### config.mk
export PLATFORM = sky130hd
export DESIGN_NAME = dram_cmd_scheduler_flat
export DESIGN_NICKNAME = d
export VERILOG_FILES = /design/src/rtl/dram_cmd_scheduler_if.sv /design/src/rtl/dram_cmd_scheduler.sv /design/src/flat_wrapper.sv
export SDC_FILE = /design/constraint.sdc
export NUM_CORES = 1
export LEC_CHECK = 0
export CORE_AREA = 2 2 173 175
export CTS_CLUSTER_DIAMETER = 120
export CTS_CLUSTER_SIZE = 8
export DETAILED_ROUTE_END_ITERATION = 12
export DIE_AREA = 0 0 175 177
export GPL_ROUTABILITY_DRIVEN = 0
export HOLD_SLACK_MARGIN = 0.05
export PLACE_DENSITY = 0.79
export SLEW_MARGIN = 20
export SYNTH_ARGS = -nofsm -noshare
export SYNTH_HDL_FRONTEND = slang
export SYNTH_SLANG_ARGS = --single-unit
### constraint.sdc
create_clock -name clock -period 3.6 [get_ports clock]
set_input_delay 0.72 -clock clock [delete_from_list [all_inputs] [get_ports clock]]
set_output_delay 0.72 -clock clock [all_outputs]
set_load 0.02 [all_outputs]
### src/rtl/dram_cmd_scheduler_if.sv
// Request/refresh handshake plus command, response and statistics bus of the
// DDR4 command scheduler. The scheduler takes the slave view.
interface dram_cmd_scheduler_if;
  logic        req_valid;
  logic        req_ready;
  logic [35:0] req_addr;
  logic        req_write;
  logic        refresh_req;
  logic        refresh_ack;
  logic        cmd_valid;
  logic [2:0]  cmd_type;
  logic [1:0]  cmd_bg;
  logic [1:0]  cmd_bank;
  logic [14:0] cmd_row;
  logic [10:0] cmd_col;
  logic        resp_valid;
  logic [15:0] hit_count;
  logic [15:0] miss_count;
  logic [15:0] empty_count;

  modport master (
    output req_valid, req_addr, req_write, refresh_req,
    input  req_ready, refresh_ack, cmd_valid, cmd_type, cmd_bg, cmd_bank,
           cmd_row, cmd_col, resp_valid, hit_count, miss_count, empty_count
  );

  modport slave (
    input  req_valid, req_addr, req_write, refresh_req,
    output req_ready, refresh_ack, cmd_valid, cmd_type, cmd_bg, cmd_bank,
           cmd_row, cmd_col, resp_valid, hit_count, miss_count, empty_count
  );
endinterface

### src/rtl/dram_cmd_scheduler.sv
// Single-requester DDR4 command scheduler with an open-page policy.
// Tracks the open row of 16 banks, sequences PRE/ACT/RD/WR per request and
// PREA/REF per refresh, spacing commands with a single 10-bit down-counter.
module dram_cmd_scheduler #(
  parameter int T_RCD   = 24,
  parameter int T_RP    = 24,
  parameter int T_CL    = 24,
  parameter int T_CWL   = 20,
  parameter int T_BURST = 4,
  parameter int T_RFC   = 350
) (
  input logic                 clock,
  input logic                 reset,
  dram_cmd_scheduler_if.slave bus
);
  localparam logic [2:0] CMD_ACT  = 3'd0;
  localparam logic [2:0] CMD_RD   = 3'd1;
  localparam logic [2:0] CMD_WR   = 3'd2;
  localparam logic [2:0] CMD_PRE  = 3'd3;
  localparam logic [2:0] CMD_PREA = 3'd4;
  localparam logic [2:0] CMD_REF  = 3'd5;

  // Timer reload values: the next event fires T cycles after the load cycle.
  localparam logic [9:0] LOAD_RP  = 10'(T_RP - 1);
  localparam logic [9:0] LOAD_RCD = 10'(T_RCD - 1);
  localparam logic [9:0] LOAD_RD  = 10'(T_CL + T_BURST - 1);
  localparam logic [9:0] LOAD_WR  = 10'(T_CWL + T_BURST - 1);
  localparam logic [9:0] LOAD_RFC = 10'(T_RFC - 1);

  typedef enum logic [3:0] {
    S_IDLE       = 4'd0,
    S_DECODE     = 4'd1,
    S_ISSUE_PRE  = 4'd2,
    S_ISSUE_ACT  = 4'd3,
    S_ISSUE_COL  = 4'd4,
    S_ISSUE_PREA = 4'd5,
    S_ISSUE_REF  = 4'd6,
    S_WAIT_DATA  = 4'd7,
    S_WAIT_RFC   = 4'd8
  } state_t;

  state_t      state_r, state_s;
  logic [9:0]  timer_r;
  logic [29:0] addr_r;          // request address bits [35:6]
  logic        write_r;
  logic        refresh_mode_r;
  logic [15:0] valid_r;
  logic [14:0] row_r [16];
  logic [15:0] hit_r, miss_r, empty_r;

  logic [3:0]  idx_s;
  logic [14:0] row_s;
  logic [10:0] col_s;
  logic        timer_zero_s;
  logic        timer_load_s;
  logic [9:0]  timer_val_s;
  logic        accept_s, refresh_start_s;
  logic        hit_inc_s, miss_inc_s, empty_inc_s;
  logic        clr_entry_s, set_entry_s, clr_all_s;
  logic        req_ready_s, refresh_ack_s, resp_valid_s, cmd_valid_s;
  logic [2:0]  cmd_type_s;
  logic [1:0]  cmd_bg_s, cmd_bank_s;
  logic [14:0] cmd_row_s;
  logic [10:0] cmd_col_s;

  function automatic logic [15:0] sat_inc(input logic [15:0] v);
    return (v == 16'hFFFF) ? v : v + 16'd1;
  endfunction

  assign idx_s        = addr_r[29:26];
  assign row_s        = addr_r[25:11];
  assign col_s        = addr_r[10:0];
  assign timer_zero_s = (timer_r == 10'd0);

  // Next-state, command strobes and table/counter update requests.
  always_comb begin
    state_s         = state_r;
    timer_load_s    = 1'b0;
    timer_val_s     = 10'd0;
    accept_s        = 1'b0;
    refresh_start_s = 1'b0;
    hit_inc_s       = 1'b0;
    miss_inc_s      = 1'b0;
    empty_inc_s     = 1'b0;
    clr_entry_s     = 1'b0;
    set_entry_s     = 1'b0;
    clr_all_s       = 1'b0;
    req_ready_s     = 1'b0;
    refresh_ack_s   = 1'b0;
    resp_valid_s    = 1'b0;
    cmd_valid_s     = 1'b0;
    cmd_type_s      = 3'd0;
    cmd_bg_s        = 2'd0;
    cmd_bank_s      = 2'd0;
    cmd_row_s       = 15'd0;
    cmd_col_s       = 11'd0;
    case (state_r)
      S_IDLE: begin
        // A pending refresh blocks acceptance so the handshake never lies.
        req_ready_s = !bus.refresh_req;
        if (bus.refresh_req) begin
          refresh_start_s = 1'b1;
          state_s         = S_DECODE;
        end else if (bus.req_valid) begin
          accept_s = 1'b1;
          state_s  = S_DECODE;
        end else begin
          state_s = S_IDLE;
        end
      end
      S_DECODE: begin
        if (refresh_mode_r) begin
          state_s = (valid_r != 16'd0) ? S_ISSUE_PREA : S_ISSUE_REF;
        end else if (!valid_r[idx_s]) begin
          empty_inc_s = 1'b1;
          state_s     = S_ISSUE_ACT;
        end else if (row_r[idx_s] == row_s) begin
          hit_inc_s = 1'b1;
          state_s   = S_ISSUE_COL;
        end else begin
          miss_inc_s = 1'b1;
          state_s    = S_ISSUE_PRE;
        end
      end
      S_ISSUE_PRE: begin
        if (timer_zero_s) begin
          cmd_valid_s  = 1'b1;
          cmd_type_s   = CMD_PRE;
          cmd_bg_s     = addr_r[29:28];
          cmd_bank_s   = addr_r[27:26];
          clr_entry_s  = 1'b1;
          timer_load_s = 1'b1;
          timer_val_s  = LOAD_RP;
          state_s      = S_ISSUE_ACT;
        end else begin
          state_s = S_ISSUE_PRE;
        end
      end
      S_ISSUE_ACT: begin
        if (timer_zero_s) begin
          cmd_valid_s  = 1'b1;
          cmd_type_s   = CMD_ACT;
          cmd_bg_s     = addr_r[29:28];
          cmd_bank_s   = addr_r[27:26];
          cmd_row_s    = row_s;
          set_entry_s  = 1'b1;
          timer_load_s = 1'b1;
          timer_val_s  = LOAD_RCD;
          state_s      = S_ISSUE_COL;
        end else begin
          state_s = S_ISSUE_ACT;
        end
      end
      S_ISSUE_COL: begin
        if (timer_zero_s) begin
          cmd_valid_s  = 1'b1;
          cmd_type_s   = write_r ? CMD_WR : CMD_RD;
          cmd_bg_s     = addr_r[29:28];
          cmd_bank_s   = addr_r[27:26];
          cmd_col_s    = col_s;
          timer_load_s = 1'b1;
          timer_val_s  = write_r ? LOAD_WR : LOAD_RD;
          state_s      = S_WAIT_DATA;
        end else begin
          state_s = S_ISSUE_COL;
        end
      end
      S_ISSUE_PREA: begin
        if (timer_zero_s) begin
          cmd_valid_s  = 1'b1;
          cmd_type_s   = CMD_PREA;
          clr_all_s    = 1'b1;
          timer_load_s = 1'b1;
          timer_val_s  = LOAD_RP;
          state_s      = S_ISSUE_REF;
        end else begin
          state_s = S_ISSUE_PREA;
        end
      end
      S_ISSUE_REF: begin
        if (timer_zero_s) begin
          cmd_valid_s  = 1'b1;
          cmd_type_s   = CMD_REF;
          timer_load_s = 1'b1;
          timer_val_s  = LOAD_RFC;
          state_s      = S_WAIT_RFC;
        end else begin
          state_s = S_ISSUE_REF;
        end
      end
      S_WAIT_DATA: begin
        if (timer_zero_s) begin
          resp_valid_s = 1'b1;
          state_s      = S_IDLE;
        end else begin
          state_s = S_WAIT_DATA;
        end
      end
      S_WAIT_RFC: begin
        if (timer_zero_s) begin
          refresh_ack_s = 1'b1;
          state_s       = S_IDLE;
        end else begin
          state_s = S_WAIT_RFC;
        end
      end
      default: begin
        state_s = S_IDLE;
      end
    endcase
  end

  // State register, inter-command timer and latched request.
  always_ff @(posedge clock) begin
    if (reset) begin
      state_r        <= S_IDLE;
      timer_r        <= 10'd0;
      addr_r         <= 30'd0;
      write_r        <= 1'b0;
      refresh_mode_r <= 1'b0;
    end else begin
      state_r <= state_s;
      if (timer_load_s) begin
        timer_r <= timer_val_s;
      end else if (!timer_zero_s) begin
        timer_r <= timer_r - 10'd1;
      end
      if (accept_s) begin
        addr_r         <= bus.req_addr[35:6];
        write_r        <= bus.req_write;
        refresh_mode_r <= 1'b0;
      end else if (refresh_start_s) begin
        refresh_mode_r <= 1'b1;
      end
    end
  end

  // Open-row table: PRE closes one bank, PREA closes all, ACT opens one.
  always_ff @(posedge clock) begin
    if (reset) begin
      valid_r <= 16'd0;
      for (int i = 0; i < 16; i++) begin
        row_r[i] <= 15'd0;
      end
    end else if (clr_all_s) begin
      valid_r <= 16'd0;
    end else if (clr_entry_s) begin
      valid_r[idx_s] <= 1'b0;
    end else if (set_entry_s) begin
      valid_r[idx_s] <= 1'b1;
      row_r[idx_s]   <= row_s;
    end
  end

  // Saturating page-hit / page-miss / bank-closed statistics.
  always_ff @(posedge clock) begin
    if (reset) begin
      hit_r   <= 16'd0;
      miss_r  <= 16'd0;
      empty_r <= 16'd0;
    end else begin
      if (hit_inc_s)   hit_r   <= sat_inc(hit_r);
      if (miss_inc_s)  miss_r  <= sat_inc(miss_r);
      if (empty_inc_s) empty_r <= sat_inc(empty_r);
    end
  end

  assign bus.req_ready   = req_ready_s;
  assign bus.refresh_ack = refresh_ack_s;
  assign bus.resp_valid  = resp_valid_s;
  assign bus.cmd_valid   = cmd_valid_s;
  assign bus.cmd_type    = cmd_type_s;
  assign bus.cmd_bg      = cmd_bg_s;
  assign bus.cmd_bank    = cmd_bank_s;
  assign bus.cmd_row     = cmd_row_s;
  assign bus.cmd_col     = cmd_col_s;
  assign bus.hit_count   = hit_r;
  assign bus.miss_count  = miss_r;
  assign bus.empty_count = empty_r;
endmodule

### src/flat_wrapper.sv
// flat-port wrapper written by rule: the top's interface ports become plain ports
module dram_cmd_scheduler_flat 
#(
  parameter int T_RCD   = 24,
  parameter int T_RP    = 24,
  parameter int T_CL    = 24,
  parameter int T_CWL   = 20,
  parameter int T_BURST = 4,
  parameter int T_RFC   = 350
)
  (clock, reset, bus_req_valid, bus_req_addr, bus_req_write, bus_refresh_req, bus_req_ready, bus_refresh_ack, bus_cmd_valid, bus_cmd_type, bus_cmd_bg, bus_cmd_bank, bus_cmd_row, bus_cmd_col, bus_resp_valid, bus_hit_count, bus_miss_count, bus_empty_count);
  dram_cmd_scheduler_if bus_i ();
  input logic clock;
  input logic reset;
  input wire logic [$bits(bus_i.req_valid)-1:0] bus_req_valid;
  input wire logic [$bits(bus_i.req_addr)-1:0] bus_req_addr;
  input wire logic [$bits(bus_i.req_write)-1:0] bus_req_write;
  input wire logic [$bits(bus_i.refresh_req)-1:0] bus_refresh_req;
  output wire logic [$bits(bus_i.req_ready)-1:0] bus_req_ready;
  output wire logic [$bits(bus_i.refresh_ack)-1:0] bus_refresh_ack;
  output wire logic [$bits(bus_i.cmd_valid)-1:0] bus_cmd_valid;
  output wire logic [$bits(bus_i.cmd_type)-1:0] bus_cmd_type;
  output wire logic [$bits(bus_i.cmd_bg)-1:0] bus_cmd_bg;
  output wire logic [$bits(bus_i.cmd_bank)-1:0] bus_cmd_bank;
  output wire logic [$bits(bus_i.cmd_row)-1:0] bus_cmd_row;
  output wire logic [$bits(bus_i.cmd_col)-1:0] bus_cmd_col;
  output wire logic [$bits(bus_i.resp_valid)-1:0] bus_resp_valid;
  output wire logic [$bits(bus_i.hit_count)-1:0] bus_hit_count;
  output wire logic [$bits(bus_i.miss_count)-1:0] bus_miss_count;
  output wire logic [$bits(bus_i.empty_count)-1:0] bus_empty_count;
  assign bus_i.req_valid = bus_req_valid;
  assign bus_i.req_addr = bus_req_addr;
  assign bus_i.req_write = bus_req_write;
  assign bus_i.refresh_req = bus_refresh_req;
  assign bus_req_ready = bus_i.req_ready;
  assign bus_refresh_ack = bus_i.refresh_ack;
  assign bus_cmd_valid = bus_i.cmd_valid;
  assign bus_cmd_type = bus_i.cmd_type;
  assign bus_cmd_bg = bus_i.cmd_bg;
  assign bus_cmd_bank = bus_i.cmd_bank;
  assign bus_cmd_row = bus_i.cmd_row;
  assign bus_cmd_col = bus_i.cmd_col;
  assign bus_resp_valid = bus_i.resp_valid;
  assign bus_hit_count = bus_i.hit_count;
  assign bus_miss_count = bus_i.miss_count;
  assign bus_empty_count = bus_i.empty_count;
  dram_cmd_scheduler #(.T_RCD(T_RCD), .T_RP(T_RP), .T_CL(T_CL), .T_CWL(T_CWL), .T_BURST(T_BURST), .T_RFC(T_RFC)) u_core (.clock(clock), .reset(reset), .bus(bus_i));
endmodule
==> Word level (Yosys, flattened, before mapping) <==
Memories as Yosys holds them, arrays and structs flattened. A register that Yosys moved wholly into a read port is not among the register bits.
Index checks and enable logic that the tools add are counted.
{ "word_totals": {"memories": 1, "wordCells": 127, "out_inout_bits": 85, "input_bits": 41, "ram_bits": 240, "ff_bits": 110} }
{ "mem_list": {"columns": ["name", "words", "width", "read_ports", "rd_clocked_by_memory_dff", "wr", "line", "rtl"], "rows": [
  ["u_core.row_r", 16, 15, 1, 1, 16, "dram_cmd_scheduler.sv:48", "logic [14:0] row_r [16];"]
]} }
{ "classes": {"bitwise": 6, "muxes": 77, "n_lt_le_gt_ge": 2, "n_reduce_logical": 15, "eq_ne": 13, "n_addsub": 4} }
{ "ops": {"columns": ["op", "count"], "rows": [
  ["adder 16 x 1 -> 16 bit, second input constant", 3],
  ["equality test 16 bit, second input constant", 3],
  ["2-to-1 mux 15 bit", 3],
  ["2-to-1 mux 1 bit", 36],
  ["2-to-1 mux 4 bit", 9],
  ["one-hot mux 4 bit (9 select lines)", 1],
  ["2-to-1 mux 16 bit", 2],
  ["2-to-1 mux 10 bit", 3],
  ["one-hot mux 10 bit (3 select lines)", 1],
  ["2-to-1 mux 11 bit", 2],
  ["2-to-1 mux 2 bit", 9],
  ["2-to-1 mux 3 bit", 6],
  ["AND 16 bit", 1],
  ["equality test 4 x 3 -> 1 bit, second input constant", 4],
  ["inverter 16 bit", 1],
  ["bitwise OR 16 bit", 1],
  ["nonzero test 16 bit", 1],
  ["equality test 15 bit", 1],
  ["OR reduction 15 bit", 1],
  ["one-hot mux 3 bit (4 select lines)", 1],
  ["zero test 10 bit", 1],
  ["subtractor 10 x 1 -> 10 bit, second input constant", 1],
  ["2-to-1 mux 9 bit", 1],
  ["equality test 4 x 2 -> 1 bit, second input constant", 2],
  ["other kinds (17)", 23]
]} }

==> Depth between registers and ports, before layout <==
Gate-level depths: netlist (run 1).
{ "depth": {"word_depth": 10, "ltp_mapped": 14, "mapped_depth_nobuf": 10} }

==> Worst setup path after synthesis (run 1) <==
OpenSTA, ideal clock, no wires.
{ "synth_path": {"kind": "reg-to-reg", "from": "register (tool-made name)", "to": "register u_core.hit_r[15], in the netlist u_core.bus.hit_count[15]", "t_required_ns": 3.477, "setup_time_ns": 0.123, "slack_ns": 0.393, "t_arrival_ns": 3.084, "n_path_buf": 2, "path_stages_with_launch": 11, "synth_period_minus_slack_ns": 3.207, "path_cell_list": "dfxtp_1 -> buf_2 -> buf_2 -> mux4_2 -> mux2i_1 -> xor2_1 -> nand4_1 -> nor4_1 -> o2111ai_2 -> or4_1 -> mux2_1"} }
{ "synth_rtl": {"columns": ["element", "line", "rtl"], "rows": [
  ["end signal, assigned", "dram_cmd_scheduler.sv:262", "if (hit_inc_s) hit_r <= sat_inc(hit_r);"],
  ["end, declared", "dram_cmd_scheduler.sv:49", "logic [15:0] hit_r, miss_r, empty_r;"]
]} }

==> Worst setup path in the final report (run 1) <==
{ "layout_path": {"from": "register u_core.timer_r[3]", "to": "output port bus_cmd_type[2]"} }
{ "layout_between": {"elab_chain_cells": 3, "word_cells_on_any_way": 4, "classes_between": "mux: 3; reduce/logical: 1"} }
{ "layout_rtl": {"columns": ["element", "line", "rtl"], "rows": [
  ["start, declared", "dram_cmd_scheduler.sv:43", "logic [9:0] timer_r;"],
  ["start signal, assigned", "dram_cmd_scheduler.sv:224", "timer_r <= timer_val_s;"],
  ["start signal, assigned", "dram_cmd_scheduler.sv:226", "timer_r <= timer_r - 10'd1;"],
  ["zero test 10 bit *", "dram_cmd_scheduler.sv:73", "assign timer_zero_s = (timer_r == 10'd0);"],
  ["2-to-1 mux 3 bit (on tied branches)", "dram_cmd_scheduler.sv:181, dram_cmd_scheduler.sv:169", null],
  ["one-hot mux 3 bit (4 select lines) *", "dram_cmd_scheduler.sv:97", "case (state_r)"],
  ["end, declared", "flat_wrapper.sv:22", "output wire logic [$bits(bus_i.cmd_type)-1:0] bus_cmd_type;"]
]} }
Every way passes the cells marked *; elsewhere a longest branch is shown, timed or not.

==> results.tsv, run 1 <==
metric	value	unit
status	complete, no violations	
register area share after synthesis	0.561	
Die Ht	177	um
Setup Slack @ Placement	151	ps
HPWL after detailed placement	26.2	mm
Yosys cell types	54	
Worst-path clk slew	50	ps
syn nets	1521	
vias per cell	5.95	
wire per inst	21.1	um
Final Max Tran Viols	0	
min Tclk post-route	3460	ps
worst r2r path cells	9	
total negative slack	0	ps
DRT Pass-1 Iters	6	
cell area after layout	20300	sq um
H-Tree Depth	2	
layout cells sized above 1	0.143	
fin crit share	0.960	
largest net degree at the start of global routing	80	
io pins	126	
Area after DPL	18700	sq um
relative slew slack	0.436	
Final setup viols	0	
Clock Latency Late Sink	550	ps
FFs w/ async S/R, synth	0	
Sink Count	354	
largest fanout on the critical path	5	
Post-Synthesis Cell Area	16900	sq um
clock tree from TritonCTS	built	
First DRT Iteration DRCs	1148	
clock tree buffer depth	3	
crit path capture type	output port	
Peak supply drop	0.351	mV
most frequent cells in the layout	245 x and2_1, 240 x edfxtp_1, 111 x dfxtp_1, 110 x nand2_1, 100 x nor2_1	
final hold violations	0	
first-pass GRT wire length	66.2	mm
hold-fix buffers at CTS	0	
worst endpoint required time	2880	ps
Hold Path Stages	2	
post-layout util	0.694	
CP Launch Type	flip-flop	
crit path DAT	2740	ps
most common cell after layout, fill and taps aside	and2_1	
Syn-to-layout area delta	20.1	%
Post-Synthesis Cells	1476	
CTS root buf	clkbuf_16	
Worst Setup Path Type	flip-flop to output port	
via count	12000	
antenna violations before repair	1	
#FFs+latches synth	354	
static leakage power	7.62	nW
TritonCTS buffer count	50	
Slew @ Worst Pin	846	ps
Post-DRT Antenna Nets	0	
post-layout power	11.0	mW
I/O Buffers	119	
Post-Synthesis Mean Instance Area	11.5	sq um
Max-cap violations	0	
residual DRC count	0	
Site Rows	63	
core box area	29200	sq um
initial core utilization	0.578	
global route total overflow	0	
fmax	289	MHz
vias in the first global route	12100	
Die Wd	175	um
YS warnings	0	
PwrDens	540	nW/um^2
overall die area	31000	sq um
Hold Path Class	flip-flop to flip-flop	
All-Layer GR Usage	0.279	
Final WS setup	142	ps
final WL	42.6	mm
EDFF count, synth	240	
antenna cell count	0	
clk_skew	18.3	ps
nets	1643	
Synth Flop Type	edfxtp_1	
stage by stage:
stage / cells / hold WS (ps)
after detailed placement: 1935 / 442
after global routing: 2023 / 468
after CTS: 2023 / 448
final: 2023 / 449
after global placement: 1935 / 438
after floorplan: 1476 / 432
repair_timing:
action	in CTS	in global routing
setup endpoints to repair	32	33
gates cloned	0	0
endpoints found under the hold margin	0	0
buffers inserted	1	0
pin swaps	1	0
resized for setup	22	23
worst paths after layout:
check                                                end  slack, ps              start
worst max-delay path                     bus_cmd_type[2]        140  u_core.timer_r[3]
worst max register to register  u_core.bus.hit_count[15]        230          flip-flop
worst min-delay path                    u_core.addr_r[6]        450   u_core.addr_r[6]
worst min register to register          u_core.addr_r[6]        450   u_core.addr_r[6]
cells by family (layout without fill, tap and decap cells):
family                   after synthesis  after routing  share of synthesized area
AND/OR/NAND/NOR                      683            683                      0.218
flip-flops                           354            354                      0.561
AO/OA/AOI/OAI                        147            147                     0.0546
buffers and inverters                132            289                     0.0315
multiplexers                         117            117                      0.111
XOR/XNOR                              39             39                     0.0202
adder cells (fa/ha/maj)                4              4                    0.00296
registers in the layout, summed over array words and instances (netlist names), named ones only:
signal,cells
u_core.bus.empty_count,16
u_core.addr_r,30
u_core.write_r,1
u_core.bus.miss_count,16
u_core.timer_r,10
u_core.row_r,240
u_core.state_r,4
u_core.bus.hit_count,16
u_core.refresh_mode_r,1
worst max-delay path, stage by stage, from the launching register on:
cell and delay (ps):
dfxtp_1 350, nor4_2 300, buf_4 180, nand3_1 200, nor3_4 230, nand3b_1 170, nor2_1 150, clkdlybuf4s50_1 620
cells in the mapped netlist, types with 3 or more instances:
| library cell | number | area share |
|---|---|---|
| clkbuf_1 | 88 | 0.020 |
| or4_1 | 9 | 0.0040 |
| buf_4 | 3 | 0.0013 |
| nand3b_1 | 4 | 0.0018 |
| xnor2_1 | 18 | 0.0093 |
| dfxtp_1 | 114 | 0.14 |
| a221oi_1 | 5 | 0.0026 |
| and3_1 | 28 | 0.010 |
| or3_1 | 6 | 0.0022 |
| nand3_1 | 39 | 0.012 |
| buf_1 | 10 | 0.0022 |
| nor2b_1 | 28 | 0.010 |
| nor4_1 | 18 | 0.0067 |
| mux2_2 | 13 | 0.0087 |
| mux2_1 | 17 | 0.011 |
| nor2_1 | 101 | 0.022 |
| a211oi_1 | 17 | 0.0075 |
| o21ai_0 | 14 | 0.0041 |
| nor3_1 | 40 | 0.012 |
| buf_2 | 18 | 0.0053 |
| ha_1 | 4 | 0.0030 |
| nand2_1 | 110 | 0.024 |
| nand2b_1 | 14 | 0.0052 |
| edfxtp_1 | 240 | 0.43 |
| mux2i_1 | 33 | 0.020 |
| inv_1 | 11 | 0.0024 |
| o22ai_1 | 6 | 0.0022 |
| a31oi_1 | 7 | 0.0026 |
| o31ai_1 | 9 | 0.0040 |
| xor2_1 | 21 | 0.011 |
| a31o_2 | 3 | 0.0016 |
| nand4b_1 | 3 | 0.0016 |
| or2_2 | 20 | 0.0074 |
| mux4_2 | 54 | 0.072 |
| a21oi_1 | 71 | 0.021 |
| and2_1 | 245 | 0.091 |
| nand4_1 | 12 | 0.0044 |
area by class of cell:
class / count / area, sq um
flip-flops and latches: 354 / 9500
fillers: 2041 / 8940
multi-input cells: 990 / 6970
repair buffers: 191 / 1860
clock buffers: 86 / 1450
well taps: 390 / 488
inverters: 11 / 41.3
clock inverters: 1 / 8.76
per-layer routing:
metal,track usage,vias to the layer above,wire length (um)
met3,0.0599,85,3640
met4,0.0938,0,1180
met5,0,-,0
met1,0.362,5934,16700
met2,0.470,495,21100
li1,-,5523,-
power breakdown:
part / switching [mW] / total (mW) / internal [mW]
registers: 0.210 / 4.76 / 4.55
logic: 1.06 / 1.85 / 0.789
clock network: 1.67 / 4.36 / 2.69
Note: power is estimated with default switching activity, not from simulation.
==> run 2, diff against run 1 <==
--- a/config.mk
+++ b/config.mk
@@ -12,7 +12,7 @@
 export DIE_AREA = 0 0 175 177
 export GPL_ROUTABILITY_DRIVEN = 0
 export HOLD_SLACK_MARGIN = 0.05
-export PLACE_DENSITY = 0.79
+export PLACE_DENSITY = 0.75
 export SLEW_MARGIN = 20
 export SYNTH_ARGS = -nofsm -noshare
 export SYNTH_HDL_FRONTEND = slang
==> results.tsv, run 2 (synthesis results as in run 1) <==
metric	value	unit	change
wire per inst	21.2	um	was 21.1 um
nets	1651		was 1643
CP Launch Type	flip-flop		unchanged
Largest regs	u_core.row_r (240), u_core.addr_r (30)		unchanged
clock tree buffer depth	3		unchanged
largest net degree at the start of global routing	81		was 80
R2R Setup Slk	150	ps	was 230 ps
fin crit share	0.968		was 0.960
Worst-path clk slew	50	ps	about the same
Logic pwr share	0.172		was 0.169
worst endpoint required time	2880	ps	about the same
vias in the first global route	12100		about the same
clock tree from TritonCTS	built		unchanged
Max-cap violations	0		unchanged
First DRT Iteration DRCs	924		was 1148
crit path DAT	2770	ps	was 2740 ps
Sink Count	354		unchanged
global route total overflow	0		unchanged
worst path buffer plus inverter count	4		was 2
crit path capture type	output port		unchanged
Clock Latency Late Sink	550	ps	about the same
Worst Setup Path Type	flip-flop to output port		unchanged
max FFs per register	240		unchanged
CTS root buf	clkbuf_16		unchanged
net switching power	2.94	mW	about the same
PwrDens	540	nW/um^2	about the same
Placed Cells	1939		was 1935
Area after DPL	18800	sq um	was 18700 sq um
DRT Pass-1 Iters	5		was 6
core box area	29200	sq um	unchanged
Die Wd	175	um	unchanged
TritonCTS buffer count	50		unchanged
I/O Buffers	119		unchanged
initial core utilization	0.578		unchanged
Internal	8.03	mW	about the same
Final WS setup	114	ps	was 142 ps
most frequent cells in the layout	245 x and2_1, 240 x edfxtp_1, 111 x dfxtp_1, 110 x nand2_1, 100 x nor2_1		unchanged
Peak supply drop	0.372	mV	was 0.351 mV
Clk pwr share	0.397		was 0.398
Post-Layout Cell Count	2031		was 2023
Syn-to-layout area delta	20.3	%	was 20.1%
hold-fix buffers at CTS	0		unchanged
via count	12200		was 12000
antenna violations before repair	1		unchanged
cell area after layout	20300	sq um	about the same
switch share	0.268		about the same
relative slew slack	0.399		was 0.436
Site Rows	63		unchanged
most common cell after layout, fill and taps aside	and2_1		unchanged
H-Tree Depth	2		unchanged
Post-DRT Antenna Nets	0		unchanged
fmax	287	MHz	was 289 MHz
residual DRC count	0		unchanged
io pins	126		unchanged
CP delay by family, top	buffers and inverters		was simple AND/OR/NAND/NOR gates
Reg power frac	0.430		was 0.434
crit-path most repeated cell	buf_4		
clk_skew	16.9	ps	was 18.3 ps
largest fanout on the critical path	6		was 5
status	complete, no violations		unchanged
critical path, cell by cell	inv_1, ha_1, nor2b_2, nand4_1, buf_4, buf_4, nor4_1, clkdlybuf4s50_1		was nor4_2, buf_4, nand3_1, nor3_4, nand3b_1, nor2_1, clkdlybuf4s50_1
post-layout util	0.695		was 0.694
Die Ht	177	um	unchanged
All-Layer GR Usage	0.278		was 0.279
final WL	43.1	mm	was 42.6 mm
Hold Path Class	flip-flop to flip-flop		unchanged
min Tclk post-route	3490	ps	was 3460 ps
overall die area	31000	sq um	unchanged
Final setup viols	0		unchanged
Final Max Tran Viols	0		unchanged
antenna cell count	0		unchanged
Critical Path Slowest Stage Cell	clkdlybuf4s50_1		unchanged
static leakage power	7.64	nW	was 7.62 nW
Slew @ Worst Pin	901	ps	was 846 ps
first-pass GRT wire length	66.2	mm	about the same
Biggest register	u_core.row_r		unchanged
fillers	2102		was 2041
final hold violations	0		unchanged
layout cells sized above 1	0.147		was 0.143
vias per cell	6.00		was 5.95
Setup Slack @ Placement	70.1	ps	was 151 ps
HPWL after detailed placement	26.3	mm	was 26.2 mm
CP max stage delay	690	ps	was 620 ps
run 2: path summary, 6_finish.rpt:
path	to	start	depth (start not counted)
hold / removal	u_core.addr_r[10]	u_core.addr_r[10]	2
setup / recovery	bus_refresh_ack	u_core.timer_r[0]	8
setup reg to reg	u_core.bus.hit_count[5]	flip-flop	10
hold reg to reg	u_core.addr_r[10]	u_core.addr_r[10]	2
run 2: final cells by class:
cell class                      instances  area [sq um]  area share
Clock buffer                           86          1450      0.0713
Inverter                               11          41.3     0.00203
Clock inverter                          1          8.76    0.000431
Timing Repair Buffer                  199          1900      0.0934
Sequential cell                       354          9500       0.467
Multi-Input combinational cell        990          6950       0.342
Tap cell                              390           488      0.0240
run 2: layer usage:
metal  wire length, um  part of all wire  GRT usage
met1             17700              0.41      0.373
met2             20600              0.48      0.462
met3              3770             0.088     0.0588
met4              1040             0.024     0.0813
met5                 0                 0          0
run 2: worst reg2reg max path, cell delays in order (launching register included):
cell	delay, ps
dfxtp_2	390
buf_12	210
mux4_2	510
nor2b_1	140
a21oi_1	180
mux2_2	350
o22ai_1	380
o2111ai_4	310
buf_4	240
nor4_2	290
mux2_1	360
run 2: timing repair:
| action | in CTS | in global routing |
|---|---|---|
| endpoints found under the setup margin | 32 | 30 |
| buffers inserted | 2 | 2 |
| pin swaps | 2 | 1 |
| gates resized for setup | 20 | 22 |
| cloned | 0 | 1 |
run 2: metrics by stage:
stage	TNS, ps	total power [mW]	hold slack, ps
6_report	0	11.0	451
5_1_grt	-4.44	11.4	478
4_1_cts	0	11.0	453
3_5_place_dp	0	6.61	445
3_3_place_gp	0	6.56	438
2_1_floorplan	0	5.98	432
run 2: power groups by stage:
| stage | Combinational, mW | Clock [mW] | Sequential [mW] |
|---|---|---|---|
| 2_1_floorplan | 1.26 | 0 | 4.71 |
| 3_3_place_gp | 1.78 | 0 | 4.78 |
| 3_5_place_dp | 1.82 | 0 | 4.79 |
| 4_1_cts | 1.84 | 4.41 | 4.72 |
| 5_1_grt | 2.06 | 4.57 | 4.74 |
| 6_report | 1.89 | 4.36 | 4.72 |
